**config.mk**
```make
export PLATFORM = sky130hd
export DESIGN_NAME = iic_read_arbiter
export DESIGN_NICKNAME = d
export VERILOG_FILES = /design/src/rtl/iic_read_arbiter.sv
export SDC_FILE = /design/constraint.sdc
export NUM_CORES = 1
export LEC_CHECK = 0
export ABC_AREA = 1
export BUFFER_PORTS_ARGS = -buffer_cell sky130_fd_sc_hd__buf_4
export CAP_MARGIN = 20
export CORE_ASPECT_RATIO = 1.75
export CORE_MARGIN = 5
export CORE_UTILIZATION = 54
export CTS_BUF_LIST = sky130_fd_sc_hd__clkbuf_16
export CTS_CLUSTER_SIZE = 14
export DETAILED_ROUTE_END_ITERATION = 6
export GPL_TIMING_DRIVEN = 0
export PLACE_DENSITY = 0.87
export SLEW_MARGIN = 20
export SYNTH_ARGS = -nofsm -noshare
export SYNTH_HDL_FRONTEND = slang
export SYNTH_SLANG_ARGS = --single-unit
```
**constraint.sdc**
```tcl
create_clock -name i_clk -period 5.72 [get_ports i_clk]
set_clock_uncertainty 0.2 [all_clocks]
set_input_delay 1.144 -clock i_clk [delete_from_list [all_inputs] [get_ports i_clk]]
set_output_delay 1.144 -clock i_clk [all_outputs]
set_load 0.05 [all_outputs]
```
**src/rtl/iic_read_arbiter.sv**
```systemverilog
// rtl/iic_read_arbiter.sv - round-robin arbiter sharing one IIC read engine among NUM_REQ requesters
module iic_read_arbiter #(
    parameter int NUM_REQ     = 4,
    parameter int TIMEOUT_CYC = 4096
) (
    input  logic                 i_clk,
    input  logic                 i_rst,
    input  logic [NUM_REQ-1:0]   i_req,
    input  logic [7*NUM_REQ-1:0] i_dev_addr,
    input  logic [8*NUM_REQ-1:0] i_word_addr,
    output logic [NUM_REQ-1:0]   o_ack,
    output logic [NUM_REQ-1:0]   o_err,
    output logic [7:0]           o_rd_data,
    output logic                 o_busy,
    output logic                 o_iic_recv_en,
    output logic [6:0]           o_dev_addr,
    output logic [7:0]           o_word_addr,
    input  logic                 i_done_flag,
    input  logic [7:0]           i_read_data
);

    localparam int IW = (NUM_REQ > 1) ? $clog2(NUM_REQ) : 1;
    localparam int CW = $clog2(TIMEOUT_CYC) + 1;

    typedef enum logic [1:0] {
        ST_IDLE = 2'd0,
        ST_WAIT = 2'd1,
        ST_RESP = 2'd2
    } state_t;

    state_t              state;
    state_t              state_nxt;
    logic [NUM_REQ-1:0]  req_q;
    logic [NUM_REQ-1:0]  eligible;
    logic [IW-1:0]       ptr;
    logic [IW-1:0]       grant;
    logic [IW-1:0]       pick;
    logic [IW-1:0]       cand;
    logic                found;
    int                  s;
    logic [CW-1:0]       cnt;
    logic                err;
    logic                timeout_hit;
    logic [6:0]          dev_arr  [NUM_REQ];
    logic [7:0]          word_arr [NUM_REQ];

    for (genvar k = 0; k < NUM_REQ; k++) begin : g_addr
        assign dev_arr[k]  = i_dev_addr[7*k +: 7];
        assign word_arr[k] = i_word_addr[8*k +: 8];
    end

    // A requester counts only if it was high at the last edge and still is, so a
    // requester that drops right after its ack is never re-granted from a stale sample.
    assign eligible    = req_q & i_req;
    assign timeout_hit = (cnt == CW'(TIMEOUT_CYC - 1));

    assign o_busy        = (state != ST_IDLE);
    assign o_iic_recv_en = (state == ST_WAIT);

    // Round-robin search starting just above the last served index.
    always_comb begin
        found = 1'b0;
        pick  = '0;
        cand  = '0;
        s     = 0;
        for (int i = 1; i <= NUM_REQ; i++) begin
            s = int'(ptr) + i;
            if (s >= NUM_REQ) begin
                s = s - NUM_REQ;
            end
            cand = IW'(s);
            if (!found && eligible[cand]) begin
                found = 1'b1;
                pick  = cand;
            end
        end
    end

    // State register.
    always_ff @(posedge i_clk or posedge i_rst) begin
        if (i_rst) begin
            state <= ST_IDLE;
        end else begin
            state <= state_nxt;
        end
    end

    // Next-state logic; done takes priority over the timeout in the same cycle.
    always_comb begin
        state_nxt = state;
        case (state)
            ST_IDLE: if (found) state_nxt = ST_WAIT;
            ST_WAIT: if (i_done_flag || timeout_hit) state_nxt = ST_RESP;
            ST_RESP: state_nxt = ST_IDLE;
            default: state_nxt = ST_IDLE;
        endcase
    end

    // Request sample register feeding the arbiter.
    always_ff @(posedge i_clk or posedge i_rst) begin
        if (i_rst) begin
            req_q <= '0;
        end else begin
            req_q <= i_req;
        end
    end

    // Grant capture, timeout counting, response capture and pointer update.
    always_ff @(posedge i_clk or posedge i_rst) begin
        if (i_rst) begin
            ptr         <= IW'(NUM_REQ - 1);
            grant       <= '0;
            cnt         <= '0;
            err         <= 1'b0;
            o_rd_data   <= 8'h00;
            o_dev_addr  <= 7'h00;
            o_word_addr <= 8'h00;
        end else begin
            case (state)
                ST_IDLE: begin
                    if (found) begin
                        grant       <= pick;
                        o_dev_addr  <= dev_arr[pick];
                        o_word_addr <= word_arr[pick];
                        cnt         <= '0;
                    end
                end
                ST_WAIT: begin
                    cnt <= cnt + 1'b1;
                    if (i_done_flag) begin
                        o_rd_data <= i_read_data;
                        err       <= 1'b0;
                    end else if (timeout_hit) begin
                        o_rd_data <= 8'h00;
                        err       <= 1'b1;
                    end
                end
                ST_RESP: begin
                    ptr <= grant;
                end
                default: ;
            endcase
        end
    end

    // One-cycle ack/err pulse to the granted requester.
    always_comb begin
        o_ack = '0;
        o_err = '0;
        if (state == ST_RESP) begin
            o_ack[grant] = 1'b1;
            o_err[grant] = err;
        end
    end

endmodule

```
Word-level counts from Yosys, hierarchy flattened
Cells that the tools add are included.
Cells by class
  add/subtract/negate cells: 9
  $lt $le $gt $ge: 11
  equal/unequal tests: 5
  muxes and demuxes: 39
  bitwise operators: 3
  reductions and logical operators: 16
Operator list (number)
  $mux W8: 4
  $pmux W13 S2: 1
  $mux W2: 10
  $bmux W8 S2: 1
  $lt A2 B3 Y1 const B: 5
  $bmux W7 S2: 1
  $mux W7: 2
  $add A13 B1 Y13 const B: 1
  $eq A13 B12 Y1 const B: 1
  $mux W13: 1
  $ge A3 B3 Y1 const B: 4
  $mux W1: 11
  $and A4 B4 Y4: 2
  $bmux W1 S2: 4
  $mux W4: 2
  $reduce_and A2 Y1: 4
  $sub A2 B1 Y2 const B: 4
  $add A2 B2 Y3 const B: 2
  $reduce_bool A2 Y1: 3
  $add A2 B3 Y4 const B: 1
  $ge A4 B3 Y1 const B: 1
  $logic_and A1 B1 Y1: 4
  $pmux W2 S2: 1
  $add A2 B1 Y3 const B: 1
  10 further kinds: 12
Storage, ports and cells
  register bits: 47
  input port bits: 75
  output and inout port bits: 33

Depth between registers and ports, before layout
Gate-level depths: netlist (run 1).
  depth in word-level cells: 19
  gate-level depth with buffers: 18

Worst setup path after synthesis (run 1)
No wires, ideal clock.
  path type: register -> output
  start point: register state[1]
  end point: output port o_err[0]
  arrival time: 2.087 ns
  path slack: 2.289 ns
  cell stages (with the launch flop): 5
  buffers on the path: 0
  cells stage by stage: dfrtp_1 -> inv_1 -> nor2_1 -> inv_1 -> nor4_1
On the way
  longest elaborated chain between the ends: 2
RTL lines
  start, declared: line 31  | state_t state;
  start signal, assigned: line 84  | state <= state_nxt;
  $eq A2 B2 Y1: line 150  | if (state == ST_RESP) begin
  $mux W4: line 150
  end, declared: line 12  | output logic [NUM_REQ-1:0] o_err,
Every way passes these cells.

Worst setup path after layout (run 1)
  start point: register state[0]
  end point: output port o_iic_recv_en
On the way
  longest elaborated chain between the ends: 1
RTL lines
  $eq A2 B1 Y1: line 58  | assign o_iic_recv_en = (state == ST_WAIT);
  end, declared: line 15  | output logic o_iic_recv_en,
Every way passes these cells.

==> results of run 1 <==
==> logic make-up after synthesis <==
family / Yosys count / share of synthesized area
XOR/XNOR: 1 / 0.00289
AO/OA/AOI/OAI: 33 / 0.0624
flip-flops: 47 / 0.389
multiplexers: 1 / 0.00331
AND/OR/NAND/NOR: 283 / 0.403
buffers and inverters: 98 / 0.135
adder cells (fa/ha/maj): 1 / 0.00413
==> metal layers <==
metal	wire length, um	track usage	part of all wire
met3	566	0.0402	0.068
met4	191	0.0858	0.023
met2	4650	0.475	0.56
met5	0	0	0
met1	2890	0.242	0.35
==> final timing paths <==
kind	start	end	slack, ns	cells after the start
setup / recovery	state[0]$_DFFE_PP0P_	o_iic_recv_en	2.41	4
hold / removal	o_word_addr[4]$_DFFE_PP0P_	o_word_addr[4]$_DFFE_PP0P_	0.28	2
setup reg to reg	ptr[0]$_DFFE_PP1P_	o_dev_addr[4]$_DFFE_PP0P_	3.28	16
hold reg to reg	o_word_addr[4]$_DFFE_PP0P_	o_word_addr[4]$_DFFE_PP0P_	0.28	2
max in group asynchronous	i_rst	ptr[1]$_DFFE_PP1P_	4.05	3
min in group asynchronous	i_rst	req_q[1]$_DFF_PP0_	0.70	2
==> flip-flops by register name (all words and copies together), names as in the netlist <==
signal and count:
cnt 13, o_rd_data 8, o_word_addr 8, o_dev_addr 7
req_q 4, grant 2, ptr 2, state 2
err 1
==> placed cells by master, fill, tap and decap left out, types with 2 or more instances in the layout <==
| cell type | count |
|---|---|
| o22ai_1 | 3 |
| nor3_1 | 8 |
| clkinvlp_4 | 2 |
| nand2_1 | 152 |
| nor2_1 | 24 |
| nor2_2 | 2 |
| dfrtp_1 | 45 |
| nand4_1 | 4 |
| a21oi_1 | 8 |
| inv_2 | 3 |
| buf_4 | 112 |
| dfstp_2 | 2 |
| buf_2 | 9 |
| o21ai_0 | 18 |
| clkbuf_1 | 4 |
| clkbuf_16 | 5 |
| nand3_1 | 87 |
| inv_1 | 74 |
| nand2_2 | 3 |
==> final cells by class <==
class                           instances  share of cell area
Buffer                                 21              0.0293
Timing Repair Buffer                  107               0.201
Multi-Input combinational cell        319               0.352
Inverter                               77              0.0706
Clock inverter                          3             0.00581
Clock buffer                            5              0.0306
Tap cell                               76              0.0232
Sequential cell                        47               0.288
==> power by group through the flow <==
stage | combinational [mW] | clock (mW) | sequential, mW
6_report | 1.77 | 0.290 | 0.545
5_1_grt | 1.97 | 0.307 | 0.561
4_1_cts | 1.77 | 0.293 | 0.544
3_5_place_dp | 1.76 | 0 | 0.549
3_3_place_gp | 1.72 | 0 | 0.542
2_1_floorplan | 1.05 | 0 | 0.803
==> worst max-delay path: stages (launching register included) <==
cell and delay [ns]:
dfrtp_1 0.34, inv_1 0.07, nor2_1 0.53, clkbuf_1 0.45
buf_4 0.29
==> metrics by stage <==
stage                     hold WS [ns]  area (um2)  total power, mW
after floorplan                  0.259        3030             1.85
after global placement           0.265        3920             2.26
after detailed placement         0.267        3950             2.31
after CTS                        0.284        4100             2.61
after global routing             0.305        4100             2.84
final                            0.283        4100             2.61
==> key figures, run 1 <==
Layout
  – Share of layout cells above drive strength 1: 0.250
  – Area of the multi-input gates: about 1400 um2
  – Util after Layout: 0.745
  – Fillers: 479
  – Register area: between 1000 and 1500 um2
  – Ant diodes: 0
  – Non-Filler Instances: about 660
  – Fin nets: 654
  – Area growth syn-to-layout: 35.2%

Clock tree
  – CTS Sinks: 47
  – Post-CTS sizing: 0
  – Clk buf depth: 2
  – Worst-Skew Late Latency: 0.29 ns
  – H-tree levels: 2
  – Cts bufs inserted: 5
  – Postcts setup bufs: 0
  – TritonCTS clock tree: yes
  – Hold buffers post-CTS: 0
  – Root buffer cell: clkbuf_16
  – CTS clk-pin slew, worst paths: 0.06 ns

Yosys
  – Top post-synthesis cells by area: dfrtp_1, nand2_1, nand3_1, inv_1, o21ai_0
  – Post-synth top area share: 0.372
  – Synth Instances: 464
  – Sequential area share after synthesis: 0.389
  – Ys flop type: dfrtp_1
  – Ys Warns: 0
  – Syn_nets: 540
  – Post-Synthesis Cell Area: just over 3000 um2
  – EDFF count, synth: 0
  – Top post-synthesis cells by count: nand2_1, nand3_1, inv_1, dfrtp_1, nor2_1
  – Flops & latches, synth: 47
  – Most frequent cell after synthesis: nand2_1
  – Syn Area/Cell: 6.53 um2
  – Yosys cell types: 29
  – Cell accounting for the most synthesized area: dfrtp_1
  – FFs w/ async S/R, synth: 1.00

Place
  – Pre-CTS worst setup slack: 2.77 ns
  – HPWL after detailed placement: approximately 6800 um
  – DP Cell Count: between 600 and 700
  – IO buf count: 106
  – Placer congestion estimate: 0.908

Floorplanning
  – FP Rows: 36
  – Core Box Area: approximately 5500 um2
  – Starting Density: 0.551
  – Chip Width: about 67 um
  – Die ar.: between 7000 and 8000 um2
  – IO Pins: around 110
  – Overall die height: approximately 110 um

Critical path
  – Startpoint Class: register
  – Crit path DAT: around 2 ns
  – CP Max Fanout: 10
  – Crit. End Element: output port
  – Setup CP Type: register to output port
  – Critical Path RT: between 4 and 5 ns

STA
  – Final Critical Period: roughly 3.3 ns
  – Final cycle utilization of the critical path: 0.579
  – Setup TNS: 0 ns
  – Fin. Hold Viols: 0
  – Worst-Margin Slew: between 0.6 and 0.7 ns
  – Final Max Slew Viols: 0
  – Fmax: just over 300 MHz
  – # setup viols final: 0
  – RSZ-0062 raised after global routing: no
  – Worst relative slew slack: 0.544
  – Post-route worst setup slack: ~2.4 ns

Power and ir drop
  – P_int: ~1.2 mW
  – Logic pwr share: 0.680
  – Sequential share of power: 0.209
  – Psw: between 1 and 1.5 mW
  – Pwr Density: approximately 640 nW/um2
  – Clk network pwr share: 0.111
  – Peak VDD IR: approximately 0.00061 V
  – Sw Ratio: 0.538
  – Static leakage: roughly 2.3 nW

Global routing
  – Grt ovf: 0
  – Initial antenna violation count: 0
  – GRT Total Usage: 0.241
  – First-pass GRT wire length: roughly 14,000 um
  – Vias in the first global route: between 3,000 and 4,000
  – Largest net degree at the start of global routing: 25

Hold path
  – Worst min path class: register to register

Flow run
  – Max-Cap Viols: 0

Route
  – DRT antenna net count: 0
  – DR vias: between 3,000 and 4,000
  – DRC errors left: 0
  – Drt wl/cell: 12.7 um
  – DR vias/cell: ~5.1
  – Total Wirelength: just over 8000 um
  – DR iter-0 viols: 139
  – First-pass DRT Iterations: 5

Outcome
  – Status: complete, no violations
(Power assumes the default switching activity.)
==> inputs of run 2 (changes only) <==
--- a/config.mk
+++ b/config.mk
@@ -10,12 +10,12 @@
 export CAP_MARGIN = 20
 export CORE_ASPECT_RATIO = 1.75
 export CORE_MARGIN = 5
-export CORE_UTILIZATION = 54
+export CORE_UTILIZATION = 45
 export CTS_BUF_LIST = sky130_fd_sc_hd__clkbuf_16
 export CTS_CLUSTER_SIZE = 14
 export DETAILED_ROUTE_END_ITERATION = 6
 export GPL_TIMING_DRIVEN = 0
-export PLACE_DENSITY = 0.87
+export PLACE_DENSITY = 0.77
 export SLEW_MARGIN = 20
 export SYNTH_ARGS = -nofsm -noshare
 export SYNTH_HDL_FRONTEND = slang
==> constraint.sdc (replaced) <==
create_clock -name i_clk -period 2.7 [get_ports i_clk]
set_clock_uncertainty 0.2 [all_clocks]
set_input_delay 0.54 -clock i_clk [delete_from_list [all_inputs] [get_ports i_clk]]
set_output_delay 0.54 -clock i_clk [all_outputs]
set_load 0.05 [all_outputs]
==> key figures, run 2 (synthesis gave the netlist of run 1 again) <==
Outcome
  – Status: complete, no violations

Layout
  – Register area: 1180 um2 (unchanged)
  – Max reg flops: 13 (unchanged)
  – Non-Filler Instances: 661 (+0.92%)
  – Finished Cell Area: 4150 um2 (+1.4%)
  – Most frequent cells in the layout: nand2_1, buf_4, nand3_1
  – Fin nets: 654 (unchanged)
  – Fillers: 627 (+31%)
  – Ant diodes: 0 (unchanged)
  – Util after Layout: 0.635 (-0.110)
  – Commonest non-fill, non-tap cell in the layout: nand2_1
  – Area growth syn-to-layout: 37.1%
  – Area of the multi-input gates: 1450 um2 (+0.96%)
  – Share of layout cells above drive strength 1: 0.254 (+0.00345)
  – Largest Register: cnt
  – Regs by FF count: cnt (13), o_rd_data (8), o_word_addr (8)

STA
  – Fin. Hold Viols: 0 (unchanged)
  – Worst relative slew slack: 0.531 (-0.0135)
  – Worst hold slack: 0.0177 ns (-0.265 ns)
  – RSZ-0062 raised after global routing: no
  – Final Max Slew Viols: 0 (unchanged)
  – # setup viols final: 0 (unchanged)
  – Final cycle utilization of the critical path: 0.921
  – Fmax: 402 MHz
  – Final Critical Period: between 2 and 2.5 ns
  – Worst-Margin Slew: 0.704 ns (+0.0227 ns)
  – Setup TNS: 0 ns (unchanged)

Floorplanning
  – Die ar.: 8530 um2 (+17%)
  – Chip Width: 72.0 um (+8.1%)
  – FP Rows: 39 (+8.3%)
  – Core Box Area: 6540 um2 (+19%)
  – IO Pins: 108 (unchanged)
  – Overall die height: 119 um (+8.7%)
  – Starting Density: 0.463 (-0.0879)

Critical path
  – CP max stage cell: clkbuf_1
  – Crit. End Element: output port
  – Crit path cell chain: nor2_2, clkbuf_1, buf_4
  – CP Max Fanout: 10 (unchanged)
  – Startpoint Class: register
  – R2R Path Start: ptr[0]$_DFFE_PP1P_
  – Max incr delay on CP: 0.41 ns (-0.12 ns)
  – Crit path launch: state[1]$_DFFE_PP0P_
  – Setup CP Type: register to output port
  – Critical Path RT: 1.96 ns (-2.42 ns)
  – Crit path DAT: 1.75 ns (-0.22 ns)

Global routing
  – Largest net degree at the start of global routing: 33 (+32%)
  – First-pass GRT wire length: 15,200 um (+10%)
  – GRT Total Usage: 0.218 (-0.0223)
  – Initial antenna violation count: 0 (unchanged)
  – Grt ovf: 0 (unchanged)
  – Vias in the first global route: 3,405 (+4.3%)

Clock tree
  – Clk buf depth: 2 (unchanged)
  – CTS clk-pin slew, worst paths: 0.07 ns (about the same)
  – Post-CTS sizing: 0 (unchanged)
  – Root buffer cell: clkbuf_16
  – Postcts setup bufs: 0 (unchanged)
  – CTS Sinks: 47 (unchanged)
  – H-tree levels: 2 (unchanged)
  – Worst-Skew Late Latency: 0.29 ns (about the same)
  – Cts bufs inserted: 5 (unchanged)
  – Hold buffers post-CTS: 0 (unchanged)
  – TritonCTS clock tree: yes

Power and ir drop
  – Static leakage: 2.36 nW (+0.91%)
  – Peak VDD IR: 0.00133 V (+120%)
  – Pwr Density: 1390 nW/um2 (+120%)

Route
  – Drt wl/cell: 13.3 um (+5.3%)
  – DRT antenna net count: 0 (unchanged)
  – DR vias/cell: 4.99 (-1.4%)
  – Total Wirelength: 8810 um (+6.3%)
  – DR iter-0 viols: 218 (+57%)
  – DRC errors left: 0 (unchanged)
  – DR vias: 3,298 (-0.45%)
  – First-pass DRT Iterations: 4 (-1)

Place
  – Placed instance area: 3950 um2 (+0.16%)
  – IO buf count: 106 (unchanged)
  – Placer congestion estimate: 0.914 (+0.67%)
  – DP Cell Count: 653 (+0.93%)
  – HPWL after detailed placement: 7070 um (+3.3%)

Hold path
  – Worst min path class: primary input to async pin

Flow run
  – Max-Cap Viols: 0 (unchanged)
[run 2: changes by cell type in the layout (fill, tap and decap cells not counted), sizes merged]
cell      change
clkinvlp      -1
inv           -1
bufinv        +2
[run 2: per-layer routing]
metal,share of wire,GRT usage
met3,0.055,0.0365
met4,0.020,0.0882
met5,0,0
met1,0.36,0.238
met2,0.57,0.406
[run 2: final cells by class]
cell class / instances / share of cell area
Multi-Input combinational cell: 319 / 0.350
Tap cell: 82 / 0.0247
Inverter: 77 / 0.0696
Clock buffer: 5 / 0.0301
Timing Repair Buffer: 107 / 0.196
Clock inverter: 3 / 0.0163
Buffer: 21 / 0.0289
Sequential cell: 47 / 0.284
[run 2: power breakdown]
part / leakage, nW / switching, mW / internal [mW]
Combinational: 1.68 / 2.58 / 1.23
Clock: 0.0900 / 0.274 / 0.530
Sequential: 0.589 / 0.187 / 0.979
Total: 2.36 / 3.04 / 2.74
[run 2: path summary, 6_finish.rpt]
kind                       cells past startpoint                    endpoint  slack (ns)
max in group asynchronous                      3         cnt[10]$_DFFE_PP0P_        1.79
min in group i_clk                             1          req_q[0]$_DFF_PP0_        0.18
min reg2reg                                    2  o_word_addr[4]$_DFFE_PP0P_        0.29
max                                            3               o_iic_recv_en        0.21
min                                            2    o_rd_data[7]$_DFFE_PP0P_        0.02
max reg2reg                                   15   o_dev_addr[4]$_DFFE_PP0P_        0.23
[run 2: per-stage QoR]
| step | power, mW | setup WS [ns] |
|---|---|---|
| 2_1_floorplan | 3.93 | 0.201 |
| 5_1_grt | 6.29 | 0.00706 |
| 3_3_place_gp | 4.86 | 0.260 |
| 6_report | 5.78 | 0.215 |
| 4_1_cts | 5.77 | 0.0303 |
| 3_5_place_dp | 4.95 | 0.293 |
[run 2: worst max-delay path: cells and delay by family (launching register included)]
kind	cells	cell delay (ns)
and+or+nand+nor	1	0.35
DFF	1	0.40
buffers and inverters	2	0.69
==> inputs of run 3 (changes only) <==
--- a/config.mk
+++ b/config.mk
@@ -6,16 +6,16 @@
 export NUM_CORES = 1
 export LEC_CHECK = 0
 export ABC_AREA = 1
-export BUFFER_PORTS_ARGS = -buffer_cell sky130_fd_sc_hd__buf_4
 export CAP_MARGIN = 20
 export CORE_ASPECT_RATIO = 1.75
 export CORE_MARGIN = 5
-export CORE_UTILIZATION = 45
+export CORE_UTILIZATION = 55
 export CTS_BUF_LIST = sky130_fd_sc_hd__clkbuf_16
 export CTS_CLUSTER_SIZE = 14
 export DETAILED_ROUTE_END_ITERATION = 6
+export DONT_BUFFER_PORTS = 1
 export GPL_TIMING_DRIVEN = 0
-export PLACE_DENSITY = 0.77
+export PLACE_DENSITY = 0.74
 export SLEW_MARGIN = 20
 export SYNTH_ARGS = -nofsm -noshare
 export SYNTH_HDL_FRONTEND = slang
==> key figures, run 3 (synthesis gave the netlist of run 1 again) <==
STA
  – RSZ-0062 raised after global routing: yes
  – Post-route worst setup slack: 0.114 ns (-0.101 ns)
  – Worst hold slack: 0.0790 ns (+0.0613 ns)
  – Fmax: 387 MHz (-3.9%)
  – Fin. Hold Viols: 0 (unchanged)
  – Final Critical Period: 2.59 ns (+0.101 ns)
  – Worst relative slew slack: 0.407 (-0.123)
  – Final Max Slew Viols: 0 (unchanged)
  – Worst-Margin Slew: 0.886 ns (+0.182 ns)
  – # setup viols final: 0 (unchanged)
  – Final cycle utilization of the critical path: 0.958 (+0.0374)

Floorplanning
  – Starting Density: 0.571 (+0.108)
  – Core Box Area: 5300 um2 (-19%)
  – Die ar.: 7150 um2 (-16%)
  – FP Rows: 35 (-10%)
  – IO Pins: 108 (unchanged)
  – Chip Width: 66.1 um (-8.2%)
  – Overall die height: 108 um (-8.7%)

Global routing
  – Vias in the first global route: 2,783 (-18%)
  – First-pass GRT wire length: 12,600 um (-17%)
  – GRT Total Usage: 0.221 (+0.00291)
  – Grt ovf: 0 (unchanged)
  – Initial antenna violation count: 0 (unchanged)
  – Largest net degree at the start of global routing: 30 (-9.1%)

Layout
  – Commonest non-fill, non-tap cell in the layout: nand2_1
  – Ant diodes: 0 (unchanged)
  – Max reg flops: 13 (unchanged)
  – Non-Filler Instances: 548 (-17%)
  – Largest Register: cnt
  – Regs by FF count: cnt (13), o_rd_data (8), o_word_addr (8)
  – Util after Layout: 0.634 (-0.00133)
  – Area growth syn-to-layout: 10.9%
  – Share of layout cells above drive strength 1: 0.0928 (-0.161)
  – Finished Cell Area: 3360 um2 (-19%)
  – Most frequent cells in the layout: nand2_1, nand3_1, inv_1
  – Fin nets: 549 (-16%)

Hold path
  – WHS Endpoint: req_q[0]$_DFF_PP0_
  – Worst min path class: primary input to register
  – Hold Path Stages: 0
  – Min-delay src: i_req[0]

Critical path
  – Crit path cell chain: inv_1, nor2_1, nand2_1, nor2_1
  – Critical Path RT: 1.96 ns (about the same)
  – R2R cell count: 16 (+1)
  – CP max stage cell: nor2_1
  – Max incr delay on CP: 0.72 ns (+0.31 ns)
  – Crit path DAT: 1.85 ns (+0.10 ns)
  – Kind of cell adding the most delay to the critical path: simple AND/OR/NAND/NOR gates
  – Crit. End Element: output port
  – Setup CP Type: register to output port
  – Cell mode on critical path: nor2_1
  – CP Max Fanout: 5 (-5)
  – FF-to-FF End: o_word_addr[3]$_DFFE_PP0P_
  – WP buf/inv: 1 (-1)
  – R2R Path Start: ptr[0]$_DFFE_PP1P_
  – Startpoint Class: register
  – R2r setup slk: 0.24 ns (about the same)

Place
  – IO buf count: 0 (-100%)
  – Pre-CTS worst setup slack: 0.226 ns (-0.0671 ns)
  – HPWL after detailed placement: 6070 um (-14%)
  – Placer congestion estimate: 0.839 (-8.2%)
  – DP Cell Count: 539 (-17%)
  – Placed instance area: 3180 um2 (-20%)

Route
  – Drt wl/cell: 13.9 um (+4.6%)
  – DR vias: 2,905 (-12%)
  – DR iter-0 viols: 134 (-39%)
  – DR vias/cell: 5.30 (+6.2%)
  – Total Wirelength: 7640 um (-13%)
  – DRT antenna net count: 0 (unchanged)
  – DRC errors left: 0 (unchanged)
  – First-pass DRT Iterations: 5 (+1)

Flow run
  – Max-Cap Viols: 0 (unchanged)

Outcome
  – Status: complete, no violations

Clock tree
  – CTS Sinks: 47 (unchanged)
  – Cts bufs inserted: 5 (unchanged)
  – TritonCTS clock tree: yes
  – Worst-Skew Late Latency: 0.29 ns (about the same)
  – Root buffer cell: clkbuf_16
  – Clk buf depth: 2 (unchanged)
  – H-tree levels: 2 (unchanged)
  – CTS clk-pin slew, worst paths: 0.06 ns (about the same)

Power and ir drop
  – Pwr Density: 1570 nW/um2 (+13%)
  – Peak VDD IR: 0.00118 V (-11%)
  – Static leakage: 1.85 nW (-22%)
[run 3: cell types whose count changed in the layout (fill, tap and decap cells not counted), sizes merged]
cell,before,now
inv,77,78
dlygate4sd3,0,1
clkbuf,9,11
bufinv,2,1
buf,124,16
[run 3: timing repair]
| item | CTS | global route |
|---|---|---|
| hold endpoints to repair | 18 | 0 |
| hold buffers | 1 | 0 |
| resized for setup | 1 | 2 |
| buffers inserted | 0 | 0 |
| endpoints found under the setup margin | 1 | 3 |
[run 3: worst max-delay path by stage]
stage | from | endpoint | slack [ns] | cells past startpoint
floorplan | state[1]$_DFFE_PP0P_ | o_err[1] | 0.20 | 4
global placement | state[1]$_DFFE_PP0P_ | o_err[1] | 0.06 | 4
detailed placement | state[0]$_DFFE_PP0P_ | o_iic_recv_en | 0.23 | 3
CTS | state[1]$_DFFE_PP0P_ | o_ack[1] | 0.10 | 4
global route | state[1]$_DFFE_PP0P_ | o_ack[3] | -0.02 | 4
finish | state[1]$_DFFE_PP0P_ | o_ack[1] | 0.11 | 4
[run 3: layout make-up]
| class | instances | area, um2 |
|---|---|---|
| Fill cell | 497 | 1940 |
| Multi-Input combinational cell | 319 | 1480 |
| Sequential cell | 47 | 1180 |
| Inverter | 77 | 289 |
| Buffer | 21 | 126 |
| Clock buffer | 5 | 125 |
| Tap cell | 74 | 92.6 |
| Clock inverter | 3 | 41.3 |
| Timing Repair Buffer | 2 | 30.0 |
[run 3: per-layer routing]
layer / GRT usage / wire (um) / vias up
met5: 0 / 0 / -
met4: 0.0654 / 110 / 0
met3: 0.0353 / 374 / 8
met2: 0.407 / 4170 / 111
met1: 0.256 / 2990 / 1315
li1: - / - / 1471
[run 3: through the flow]
stage          setup TNS (ns)  total power, mW
3_5_place_dp                0             4.57
6_report                    0             5.27
4_1_cts                     0             5.28
5_1_grt               -0.0419             5.74
2_1_floorplan               0             3.93
3_3_place_gp                0             4.48
[run 3: power by group]
group | internal [mW] | switching (mW)
Clock | 0.433 | 0.257
Sequential | 0.967 | 0.807
Combinational | 0.937 | 1.87
Total | 2.34 | 2.94
